`config.mk`:
```
export PLATFORM = sky130hd
export DESIGN_NAME = nfu2_accum_ctrl
export DESIGN_NICKNAME = d
export VERILOG_FILES = /design/src/rtl/nfu2_accum_ctrl.sv
export SDC_FILE = /design/constraint.sdc
export NUM_CORES = 1
export LEC_CHECK = 0
export ABC_AREA = 1
export CAP_MARGIN = 30
export CORE_MARGIN = 2
export CORE_UTILIZATION = 50
export CTS_CLUSTER_DIAMETER = 200
export CTS_CLUSTER_SIZE = 10
export DETAILED_ROUTE_END_ITERATION = 8
export GPL_ROUTABILITY_DRIVEN = 0
export HOLD_SLACK_MARGIN = 0.03
export PLACE_DENSITY = 0.83
export SKIP_CTS_REPAIR_TIMING = 1
export SYNTH_ARGS = -nofsm -noshare
export SYNTH_HDL_FRONTEND = slang
export SYNTH_SLANG_ARGS = --single-unit
```
`constraint.sdc`:
```
create_clock -name clk -period 2 [get_ports clk]
set_input_delay 0.3 -clock clk [delete_from_list [all_inputs] [get_ports clk]]
set_output_delay 0.3 -clock clk [all_outputs]
set_load 0.1 [all_outputs]
```
`src/rtl/nfu2_accum_ctrl.sv`:
```
`default_nettype none
// ============================================================================
// Module      : nfu2_accum_ctrl
// Description : NFU-2 accumulation controller. It sequences the partial-sum
//               load, multiplier passes, pipeline drain and result handoff.
// Revision    : 1.0 - initial release
// ============================================================================
module nfu2_accum_ctrl #(
    parameter int BIT_WIDTH = 16,
    parameter int PASS_W    = 8,
    parameter int PIPE_LAT  = 2
) (
    input  logic              clk,
    input  logic              rst,
    input  logic              i_start,
    input  logic [PASS_W-1:0] i_num_passes,
    output logic              o_busy,
    output logic              o_nb_rd_en,
    input  logic              i_nb_rd_valid,
    output logic              o_load_partial_sum,
    input  logic              i_mult_valid,
    output logic              o_mult_ready,
    output logic              o_nfu1_en,
    output logic [PASS_W-1:0] o_pass_idx,
    output logic              o_out_valid,
    input  logic              i_out_ready,
    output logic              o_done
);

    typedef enum logic [2:0] {
        S_IDLE  = 3'd0,
        S_LOAD  = 3'd1,
        S_ACCUM = 3'd2,
        S_DRAIN = 3'd3,
        S_OUT   = 3'd4
    } state_t;

    localparam logic [3:0] c_DRAIN_ONE = 4'd1;

    state_t            r_state_q, w_state_d;
    logic [PASS_W-1:0] r_count_q, w_count_d;
    logic [PASS_W-1:0] r_pass_idx_q, w_pass_idx_d;
    logic [3:0]        r_drain_q, w_drain_d;
    logic [3:0]        w_drain_init;
    logic              w_accept;
    logic              w_last;
    logic              w_load;
    logic              w_done;

    // Out-of-range configurations fall back to a one-cycle drain.
    if (BIT_WIDTH > 0 && PIPE_LAT >= 1 && PIPE_LAT <= 15) begin : g_drain_init
        assign w_drain_init = 4'(PIPE_LAT);
    end else begin : g_drain_min
        assign w_drain_init = c_DRAIN_ONE;
    end

    assign o_busy             = (r_state_q != S_IDLE);
    assign o_nb_rd_en         = (r_state_q == S_LOAD);
    assign o_mult_ready       = (r_state_q == S_ACCUM);
    assign o_out_valid        = (r_state_q == S_OUT);
    assign o_pass_idx         = r_pass_idx_q;
    assign o_load_partial_sum = w_load;
    assign o_done             = w_done;
    assign w_accept           = i_mult_valid & o_mult_ready;
    assign o_nfu1_en          = w_accept;
    assign w_last             = (r_pass_idx_q == (r_count_q - PASS_W'(1)));

    always_ff @(posedge clk) begin
        if (rst) begin
            r_state_q    <= S_IDLE;
            r_count_q    <= '0;
            r_pass_idx_q <= '0;
            r_drain_q    <= '0;
        end else begin
            r_state_q    <= w_state_d;
            r_count_q    <= w_count_d;
            r_pass_idx_q <= w_pass_idx_d;
            r_drain_q    <= w_drain_d;
        end
    end

    always_comb begin
        w_state_d    = r_state_q;
        w_count_d    = r_count_q;
        w_pass_idx_d = r_pass_idx_q;
        w_drain_d    = r_drain_q;
        w_load       = 1'b0;
        w_done       = 1'b0;
        unique case (r_state_q)
            S_IDLE: begin
                if (i_start && (i_num_passes != '0)) begin
                    w_count_d    = i_num_passes;
                    w_pass_idx_d = '0;
                    w_state_d    = S_LOAD;
                end
            end
            S_LOAD: begin
                if (i_nb_rd_valid) begin
                    w_load    = 1'b1;
                    w_state_d = S_ACCUM;
                end
            end
            S_ACCUM: begin
                if (w_accept) begin
                    w_pass_idx_d = r_pass_idx_q + PASS_W'(1);
                    if (w_last) begin
                        w_state_d = S_DRAIN;
                        w_drain_d = w_drain_init;
                    end
                end
            end
            S_DRAIN: begin
                // The final pass lands while the counter reads 1.
                w_drain_d = r_drain_q - 4'd1;
                if (r_drain_q == c_DRAIN_ONE) begin
                    w_state_d = S_OUT;
                end
            end
            S_OUT: begin
                if (i_out_ready) begin
                    w_done    = 1'b1;
                    w_state_d = S_IDLE;
                end
            end
            default: w_state_d = S_IDLE;
        endcase
    end

endmodule
`default_nettype wire

```
==> impl_metrics.csv <==
group,metric,value,unit
sta,hold_violations,0,
clock_tree,root_buffer,"clkbuf_4",
hold_path,hold_depth,2,
synthesis,ys_top_cells_by_area,"dfxtp_1, nand2_1, a21oi_1, inv_1, nor2_1",
sta,hold_ws,483.8,ps
drt,vias,1465,
setup_path,crit_fanout,3,
power_and_ir_drop,power_frac_seq,0.282,
clock_tree,cts_tree,"done",
outcome,violations,"DRC",
power_and_ir_drop,p_per_area,1218,nW/um2
die,ios,29,
layout,num-nets-final,277,
setup_path,critPathLaunchType,"flop",
die,core-area,2805,um2
layout,synthToLayoutAreaGrowth,27.87,%
drt,firstDrtPassIters,6,
setup_path,crit_type,"reg -> reg",
die,initial_core_util,0.5330,
hold_path,holdCritPathClass,"reg -> reg",
setup_path,worstPathArrival,1990,ps
place,io_buffers,28,
clock_tree,clk_latency,310,ps
setup_path,required,2210,ps
synthesis,avgSynthCellArea,6.558,um2
layout,final_cells,289,
grt,grt_pass1_vias,1382,
power_and_ir_drop,p_sw,1211,uW
layout,antenna_cells,0,
drt,drc,3,
sta,period_needed,1777,ps
grt,track_usage,0.2177,
layout,layout-drive-gt1-share,0.1938,
clock_tree,clock-sinks,23,
sta,maxSlewViolCount,0,
setup_path,crit_chain,"inv_1 > ha_1 > xor2_1 > nand2_1 > nor2_1 > nand3_1 > nor2_1 > nand2_1 > nand2_1 > nand2_1 > o21ai_1 > inv_1",
grt,grt_pass1_wl,5940,um
grt,grt_max_degree,17,
sta,setup_viol,0,
clock_tree,cts-htree-levels,1,
power_and_ir_drop,vdd_drop_max,1.043,mV
synthesis,ys.flop_type,"dfxtp_1",
synthesis,synthTopCellsByCount,"nand2_1, inv_1, nor2_1",
synthesis,synth-async-reset-ratio,0,
drt,avgRoutedWirePerCell,11.46,um
synthesis,syn-instance-count,228,
setup_path,slowest_delay,370,ps
sta,fin_skew,4.021,ps
synthesis,synthMostInstantiatedCell,"nand2_1",
sta,rsz0062_at_grt,"false",
clock_tree,clkSlewWorstSetupHoldPaths,120,ps
setup_path,endpoint_kind,"flop",
sta,relSlewSlack,0.6464,
sta,fmax,562.6,MHz
place,hpwl,2713,um
synthesis,synth_top_cell_by_area,"dfxtp_1",
setup_path,reg2reg_depth,12,
power_and_ir_drop,leakage,0.0008547,uW
drt,drt-total-wl,3313,um
power_and_ir_drop,combPwrFrac,0.625,
drt,drtIter0Drc,77,
sta,worst_slew_pin_slew,525.5,ps
synthesis,syn_nets,246,
synthesis,synth_edf_count,0,
power_and_ir_drop,swShare,0.5200,
synthesis,yosys.cell_types.count,29,
die,die-area,3444,um2
synthesis,seq_area_frac_synth,0.3079,
power_and_ir_drop,cellInternalPower,1118,uW
outcome,status,"finished, violations left",
clock_tree,cts_buffers,3,
synthesis,synth_top_area_frac,0.3079,
setup_path,cp_common_cell,"nand2_1",
setup_path,cp_num_cells,12,
die,die_w,58.69,um
synthesis,synth.cell_area,1495,um2
setup_path,cp_slowest_cell,"dfxtp_1",
place,post-place-cells,285,
drt,routed_via_density,5.069,
synthesis,ys_ff_latch,23,
setup_path,critical_path_buf_inv_count,2,
drt,final_antenna_net_count,0,
sta,min_period_over_period,0.8887,
die,rows,19,
grt,grt_overflow_total,0,
synthesis,ys_warn_count,0,
power_and_ir_drop,power,2329,uW
die,dieHeight,58.69,um
clock_tree,clockBufferDepth,2,
setup_path,cp_top_family,"simple AND/OR/NAND/NOR gates",
job,maxCapViolCount,0,
power_and_ir_drop,power_frac_clock,0.093,
grt,antenna_found_initial,0,
sta,fin_setup_tns,0,ps
## cells in the final DEF, fill, tap and decap left out, drive strengths merged, types with 5 or more instances in the layout
cell           netlist  routed
nand2               57      57
nor3                 5       5
xor2                 6       6
nand3               16      16
o21ai               13      13
nor2                31      31
dfxtp               23      23
buf                  2      17
clkdlybuf4s50        0      13
a21oi               23      23
inv                 35      35
## final cells by class
type	instances	area (um2)
inverter	35	133.9
timing repair buffer	30	345.3
sequential	23	469.2
tap	31	38.79
clock buffer	4	26.28
multi-input combinational	166	898.4
fill	259	893.4
## final timing paths
| path | startpoint | endpoint | slack, ps |
|---|---|---|---|
| worst max-delay path | r_count_q[1]$_SDFFE_PP0P_ | r_state_q[1]$_SDFFE_PP0P_ | 220 |
| worst min-delay path | r_count_q[6]$_SDFFE_PP0P_ | r_count_q[6]$_SDFFE_PP0P_ | 480 |
| worst max register to register | r_count_q[1]$_SDFFE_PP0P_ | r_state_q[1]$_SDFFE_PP0P_ | 220 |
| worst min register to register | r_count_q[6]$_SDFFE_PP0P_ | r_count_q[6]$_SDFFE_PP0P_ | 480 |
## layer usage
layer  share of wire  GRT usage  wire (um)
met1            0.49     0.2985       1613
met2            0.47     0.3740       1547
met3           0.041    0.02198        136
met4          0.0042    0.04221         14
met5               0          0          0
## power groups by stage
stage / clock, uW / sequential [uW] / combinational, uW
after floorplan: 0 / 682 / 1040
after global placement: 0 / 660 / 1430
after detailed placement: 0 / 664 / 1450
after CTS: 225 / 654 / 1450
after global routing: 237 / 670 / 1600
final: 217 / 657 / 1450
## sequential cells by signal, summed over array words and instances, names as in the netlist
| name | count |
|---|---|
| r_drain_q | 4 |
| r_state_q | 3 |
| o_pass_idx | 8 |
| r_count_q | 8 |
## worst min-delay path: stages (launching register included)
cell and delay, ps:
dfxtp_1 350, inv_1 60, a21oi_1 50
## stage by stage
| stage | cell area [um2] | setup WS, ps | utilization |
|---|---|---|---|
| after floorplan | 1518 | -101.3 | - |
| after global placement | 1884 | 232.2 | 0.6717 |
| after detailed placement | 1884 | 202.7 | 0.6717 |
| after CTS | 1911 | 182.1 | 0.6811 |
| after global routing | 1912 | 10.14 | 0.6815 |
| final | 1912 | 222.6 | 0.6815 |
## kinds of logic (layout without fill, tap and decap cells)
kind of cell,after synthesis,in the layout,share of synthesized area
flops,23,23,0.3079
buf+inv,39,69,0.1013
compound gates,38,38,0.1339
fa+ha+maj,4,4,0.03347
simple gates,116,116,0.3766
xor+xnor,8,8,0.04686
Power figures use the tool's default switching activity.
